[config.mk]
export PLATFORM = sky130hd
export DESIGN_NAME = reg_file_sb_flat
export DESIGN_NICKNAME = d
export VERILOG_FILES = /design/src/rtl/reg_file_sb_if.sv /design/src/rtl/reg_file_sb.sv /design/src/flat_wrapper.sv
export SDC_FILE = /design/constraint.sdc
export NUM_CORES = 2
export LEC_CHECK = 0
export ABC_CLOCK_PERIOD_IN_PS = 7900
export CAP_MARGIN = 25
export CORE_AREA = 2 2 326 328
export DETAILED_ROUTE_END_ITERATION = 10
export DIE_AREA = 0 0 328 330
export GPL_TIMING_DRIVEN = 1
export PLACE_DENSITY = 0.75
export REMOVE_ABC_BUFFERS = 1
export SLEW_MARGIN = 20
export SYNTH_ARGS = -nofsm -noshare
export SYNTH_HDL_FRONTEND = slang
export SYNTH_SLANG_ARGS = --single-unit
export TNS_END_PERCENT = 50
[constraint.sdc]
create_clock -name clk -period 7.9 [get_ports clk]
set_input_delay 0.79 -clock clk [delete_from_list [all_inputs] [get_ports clk]]
set_output_delay 0.79 -clock clk [all_outputs]
set_load 0.005 [all_outputs]
[src/rtl/reg_file_sb_if.sv]
// Bus bundle for reg_file_sb: writeback, two read ports, issue, and scoreboard outputs.
interface reg_file_sb_if #(
  parameter int DATA_W = 32,
  parameter int ADDR_W = 5
);
  logic              Reg_write;
  logic [ADDR_W-1:0] Write_reg;
  logic [DATA_W-1:0] Write_data;
  logic [ADDR_W-1:0] Read_reg1;
  logic [ADDR_W-1:0] Read_reg2;
  logic              Choose_reg;
  logic              Issue_valid;
  logic [ADDR_W-1:0] Issue_reg;
  logic [DATA_W-1:0] Read_data1;
  logic [DATA_W-1:0] Read_data2;
  logic              Busy1;
  logic              Busy2;
  logic              Stall;
  logic [ADDR_W:0]   Busy_count;

  modport master (
    output Reg_write, Write_reg, Write_data, Read_reg1, Read_reg2, Choose_reg,
           Issue_valid, Issue_reg,
    input  Read_data1, Read_data2, Busy1, Busy2, Stall, Busy_count
  );

  modport slave (
    input  Reg_write, Write_reg, Write_data, Read_reg1, Read_reg2, Choose_reg,
           Issue_valid, Issue_reg,
    output Read_data1, Read_data2, Busy1, Busy2, Stall, Busy_count
  );
endinterface

[src/rtl/reg_file_sb.sv]
// Register file with busy scoreboard for the pipelined datapath.
// Optional BYPASS_EN macro enables same-cycle write-to-read forwarding.
module reg_file_sb #(
  parameter int DATA_W     = 32,
  parameter int ADDR_W     = 5,
  parameter int ZERO_REG   = 1,
  parameter int INIT_INDEX = 1
) (
  input logic         clk,
  input logic         reset,
  reg_file_sb_if.slave bus
);
  localparam int unsigned   DEPTH   = 2 ** ADDR_W;
  localparam logic [ADDR_W:0] MAX_CNT = (ADDR_W + 1)'(DEPTH);

  logic [DATA_W-1:0] mem [DEPTH];
  logic [DEPTH-1:0]  busy;
  logic [ADDR_W:0]   busy_count;

  logic wr_ok, iss_ok, set_rise, clr_fall;

  assign wr_ok  = bus.Reg_write   && !((ZERO_REG != 0) && (bus.Write_reg == '0));
  assign iss_ok = bus.Issue_valid && !((ZERO_REG != 0) && (bus.Issue_reg == '0));

  // A same-index issue overrides the clear, so that case never counts as a fall.
  assign set_rise = iss_ok && !busy[bus.Issue_reg];
  assign clr_fall = bus.Reg_write && busy[bus.Write_reg] &&
                    !(iss_ok && (bus.Issue_reg == bus.Write_reg));

  always_ff @(posedge clk) begin
    if (reset) begin
      for (int unsigned i = 0; i < DEPTH; i++)
        mem[i] <= (INIT_INDEX != 0) ? DATA_W'(i) : '0;
      busy       <= '0;
      busy_count <= '0;
    end else begin
      if (wr_ok)
        mem[bus.Write_reg] <= bus.Write_data;
      if (bus.Reg_write)
        busy[bus.Write_reg] <= 1'b0;
      if (iss_ok)
        busy[bus.Issue_reg] <= 1'b1;
      if (set_rise && !clr_fall && (busy_count != MAX_CNT))
        busy_count <= busy_count + 1'b1;
      else if (clr_fall && !set_rise && (busy_count != '0))
        busy_count <= busy_count - 1'b1;
    end
  end

  logic [DATA_W-1:0] d1, d2;
  logic              b1, b2;

  always_comb begin
    d1 = ((ZERO_REG != 0) && (bus.Read_reg1 == '0)) ? '0 : mem[bus.Read_reg1];
    d2 = ((ZERO_REG != 0) && (bus.Read_reg2 == '0)) ? '0 : mem[bus.Read_reg2];
    b1 = busy[bus.Read_reg1];
    b2 = busy[bus.Read_reg2];
`ifdef BYPASS_EN
    // Forwarded port sees the retiring producer's data; busy survives only a re-issue.
    if (wr_ok && (bus.Write_reg == bus.Read_reg1)) begin
      d1 = bus.Write_data;
      b1 = b1 & bus.Issue_valid & (bus.Issue_reg == bus.Read_reg1);
    end
    if (wr_ok && (bus.Write_reg == bus.Read_reg2)) begin
      d2 = bus.Write_data;
      b2 = b2 & bus.Issue_valid & (bus.Issue_reg == bus.Read_reg2);
    end
`else
`endif
  end

  assign bus.Read_data1 = d1;
  assign bus.Read_data2 = bus.Choose_reg ? d2 : '0;
  assign bus.Busy1      = b1;
  assign bus.Busy2      = bus.Choose_reg & b2;
  assign bus.Stall      = bus.Busy1 | bus.Busy2;
  assign bus.Busy_count = busy_count;
endmodule

[src/flat_wrapper.sv]
// flat-port wrapper written by rule: the top's interface ports become plain ports
module reg_file_sb_flat 
#(
  parameter int DATA_W     = 32,
  parameter int ADDR_W     = 5,
  parameter int ZERO_REG   = 1,
  parameter int INIT_INDEX = 1
)
  (clk, reset, bus_Reg_write, bus_Write_reg, bus_Write_data, bus_Read_reg1, bus_Read_reg2, bus_Choose_reg, bus_Issue_valid, bus_Issue_reg, bus_Read_data1, bus_Read_data2, bus_Busy1, bus_Busy2, bus_Stall, bus_Busy_count);
  reg_file_sb_if #(.DATA_W(DATA_W), .ADDR_W(ADDR_W)) bus_i ();
  input logic clk;
  input logic reset;
  input wire logic [$bits(bus_i.Reg_write)-1:0] bus_Reg_write;
  input wire logic [$bits(bus_i.Write_reg)-1:0] bus_Write_reg;
  input wire logic [$bits(bus_i.Write_data)-1:0] bus_Write_data;
  input wire logic [$bits(bus_i.Read_reg1)-1:0] bus_Read_reg1;
  input wire logic [$bits(bus_i.Read_reg2)-1:0] bus_Read_reg2;
  input wire logic [$bits(bus_i.Choose_reg)-1:0] bus_Choose_reg;
  input wire logic [$bits(bus_i.Issue_valid)-1:0] bus_Issue_valid;
  input wire logic [$bits(bus_i.Issue_reg)-1:0] bus_Issue_reg;
  output wire logic [$bits(bus_i.Read_data1)-1:0] bus_Read_data1;
  output wire logic [$bits(bus_i.Read_data2)-1:0] bus_Read_data2;
  output wire logic [$bits(bus_i.Busy1)-1:0] bus_Busy1;
  output wire logic [$bits(bus_i.Busy2)-1:0] bus_Busy2;
  output wire logic [$bits(bus_i.Stall)-1:0] bus_Stall;
  output wire logic [$bits(bus_i.Busy_count)-1:0] bus_Busy_count;
  assign bus_i.Reg_write = bus_Reg_write;
  assign bus_i.Write_reg = bus_Write_reg;
  assign bus_i.Write_data = bus_Write_data;
  assign bus_i.Read_reg1 = bus_Read_reg1;
  assign bus_i.Read_reg2 = bus_Read_reg2;
  assign bus_i.Choose_reg = bus_Choose_reg;
  assign bus_i.Issue_valid = bus_Issue_valid;
  assign bus_i.Issue_reg = bus_Issue_reg;
  assign bus_Read_data1 = bus_i.Read_data1;
  assign bus_Read_data2 = bus_i.Read_data2;
  assign bus_Busy1 = bus_i.Busy1;
  assign bus_Busy2 = bus_i.Busy2;
  assign bus_Stall = bus_i.Stall;
  assign bus_Busy_count = bus_i.Busy_count;
  reg_file_sb #(.DATA_W(DATA_W), .ADDR_W(ADDR_W), .ZERO_REG(ZERO_REG), .INIT_INDEX(INIT_INDEX)) u_core (.clk(clk), .reset(reset), .bus(bus_i));
endmodule
==> reports/summary.txt <==
PwrDens = 215 mW/mm^2
Final Max Slew Viols = 0
Die ar. = 0.108 mm^2
Hold Path Class = in2reg
Crit path arrival time = 4.27 ns
Sum Neg Setup Slack = 0 ns
slew at the pin with the worst max-slew slack = 1.11 ns
largest net degree at the start of global routing = 107
root buf cell = clkbuf_16
min cycle time layout = 5.06 ns
drt wl/cell = 35.1 um
IO Count = 130
CTS tree = done
switching power = 3.33 mW
Seq/Total Area, Yosys = 55.1%
maximum clock path buffer count = 3
GRT Total Usage = 33.0%
hpwl dp = 103000 um
Area Growth Syn to Fin = 11.1%
fraction of registers with async set/reset = 0%
Net Sw Frac = 24.5%
vias per cell = 6.97
Power, Total = 13.6 mW
cell row count = 119
Die Height = 330 um
Initial Utilization = 54.6%
Final Hold Fails = 0
Setup crit end kind = output pin
setup violators final = 0
residual DRC count = 0
ys flop type = edfxtp_1
Crit Path Max Fanout = 52
via count = 35000
post-layout net count = 3602
number of synthesized flops with an enable pin = 1024
initial antenna violation count = 14
clock transition at the registers of the reported paths = 0.06 ns
grt total ovfl = 0
number of buffers created by CTS = 110
CP Launch Type = primary input
max_cap viols = 0
Final Skew = 0.0191 ns
Yosys Warn Count = 0
CP required = 7.11 ns
core area = 0.105 mm^2
Pre-Repair DR Iteration Count = 5
Slew headroom = 25.9%
Avg Inst Size Synth = 16.1 um^2
internal power component = 10.3 mW
Post-CTS Setup Bufs = 0
die boundary width = 328 um
Post-CTS Hold Fix Bufs = 0
critical path class = in2out
cell count after synthesis = 3559
Routed Antenna Nets = 0
Cell Area, Synth = 0.0572 mm^2
VDD IR max = 0.165 mV
gpl congestion = 0.850
leak pwr = 21.2 nW
fin util = 60.7%
outcome = complete, no violations
vias in the first global route = 34800
Port Buffers = 129
Final period util = 64.1%
Resize count post-CTS = 0
flops & latches, synth = 1062
synth unique cells = 57
worst-skew pair later-pin latency = 0.70 ns
Clock Sink Count = 1062
Logic pwr share = 13.4%
layout cell share with drive strength beyond 1 = 27.5%
clock network fraction of total power = 37.8%
H-tree depth = 3
first-pass GRT wire length = 251000 um
routed wire length = 176000 um
Peak Freq = 0.198 GHz
most frequent cells in the layout = edfxtp_1, and2_1, mux4_2
sequential power share = 48.9%
DR iter-0 viols = 5598
RSZ-0062 raised after global routing = false
commonest non-fill, non-tap cell in the layout = edfxtp_1
==> path summary, 6_finish.rpt <==
path | from | endpoint | slack [ns] | cells after the start
worst min-delay path | reset | u_core.mem[0][12]$_SDFFCE_PN0P_ | 0.54 | 1
worst min register to register | u_core.busy[23]$_SDFF_PP0_ | u_core.busy[23]$_SDFF_PP0_ | 0.54 | 2
worst max-delay path | bus_Read_reg1[0] | bus_Read_data1[20] | 2.84 | 7
worst max register to register | u_core.busy[11]$_SDFF_PP0_ | u_core.bus.Busy_count[5]$_SDFFE_PP0P_ | 4.14 | 11
==> area by class of cell <==
type,count,area (um^2)
clock buffer,145,2990
tap,1391,1740
timing repair buffer,232,2280
inverter,8,30.0
sequential,1062,31500
clock inverter,57,500
multi-input combinational,2126,24500
antenna,1,2.50
fill,7485,41200
==> critical path: stages <==
cell	delay, ns
buf_8	0.38
buf_4	0.71
mux4_2	0.62
mux4_2	0.48
mux2i_1	0.51
nor2_1	0.09
clkdlybuf4s50_1	0.46
==> sequential cells by signal (all words and copies together) (netlist names) <==
| register | cells |
|---|---|
| u_core.bus.Busy_count | 6 |
| u_core.busy | 32 |
| u_core.mem | 1024 |
==> through the flow <==
stage | cells | hold slack [ns] | area, um^2 | setup slack (ns)
after global placement | 4803 | 0.513 | 59800 | 2.54
after global routing | 5021 | 0.512 | 63500 | 2.61
after floorplan | 3196 | 0.472 | 55700 | 4.04
after detailed placement | 4807 | 0.528 | 59800 | 2.53
final | 5022 | 0.538 | 63500 | 2.84
after CTS | 5009 | 0.499 | 63300 | 2.82
==> power groups by stage <==
stage	Combinational [mW]	Sequential, mW	Clock (mW)
finish	1.82	6.66	5.15
global route	1.90	6.69	5.37
CTS	1.80	6.65	5.15
detailed placement	1.80	6.77	0
global placement	1.78	6.74	0
floorplan	0.953	6.70	0
==> cells in the mapped netlist, types with 2 or more instances <==
cell | instances | area, um^2
a211oi_2 | 2 | 25.0
edfxtp_1 | 1024 | 30700
or3_1 | 82 | 513
nand2_1 | 42 | 158
nor3b_1 | 7 | 52.6
a211oi_1 | 3 | 22.5
o221ai_1 | 2 | 17.5
nor2b_1 | 9 | 56.3
o21ai_1 | 3 | 15.0
inv_1 | 8 | 30.0
mux4_1 | 2 | 52.6
nor3_1 | 2 | 10.0
buf_1 | 30 | 113
and3_1 | 2 | 12.5
o31ai_1 | 3 | 22.5
buf_4 | 2 | 15.0
xnor2_1 | 7 | 61.3
buf_6 | 4 | 45.0
buf_2 | 60 | 300
dfxtp_1 | 38 | 761
nand2b_1 | 8 | 50.1
mux2_1 | 2 | 22.5
a21oi_1 | 33 | 165
mux4_2 | 665 | 15000
nand3b_1 | 8 | 60.1
o22ai_1 | 2 | 12.5
mux2i_1 | 82 | 821
nor2_1 | 106 | 398
o21bai_1 | 4 | 30.0
or2_1 | 2 | 12.5
o21ai_0 | 32 | 160
or4_1 | 5 | 37.5
and2_1 | 915 | 5720
o2111ai_1 | 2 | 17.5
a21o_1 | 4 | 30.0
nand3_1 | 9 | 45.0
clkbuf_1 | 298 | 1120
ha_1 | 4 | 50.1
or2_2 | 28 | 175
==> routing by layer <==
layer  wire (um)  vias to the layer above  track usage, %
met3       22100                      426            8.34
met2       82700                     2612            51.1
met1       63200                    18200            44.8
met4        8260                       18            14.3
li1            -                    13800               -
met5         113                        -               0
==> cell families (layout without fill, tap and decap cells) <==
logic type | count (synthesis) | in the layout | share of synthesized area [%]
compound gates | 99 | 99 | 1.09
xor+xnor | 9 | 9 | 0.171
fa+ha+maj | 5 | 5 | 0.123
buf+inv | 402 | 442 | 2.84
flops | 1062 | 1062 | 55.1
mux | 753 | 753 | 27.8
other cells | 1 | 33 | 0.00656
simple gates | 1228 | 1228 | 12.8
Power figures use the tool's default switching activity.
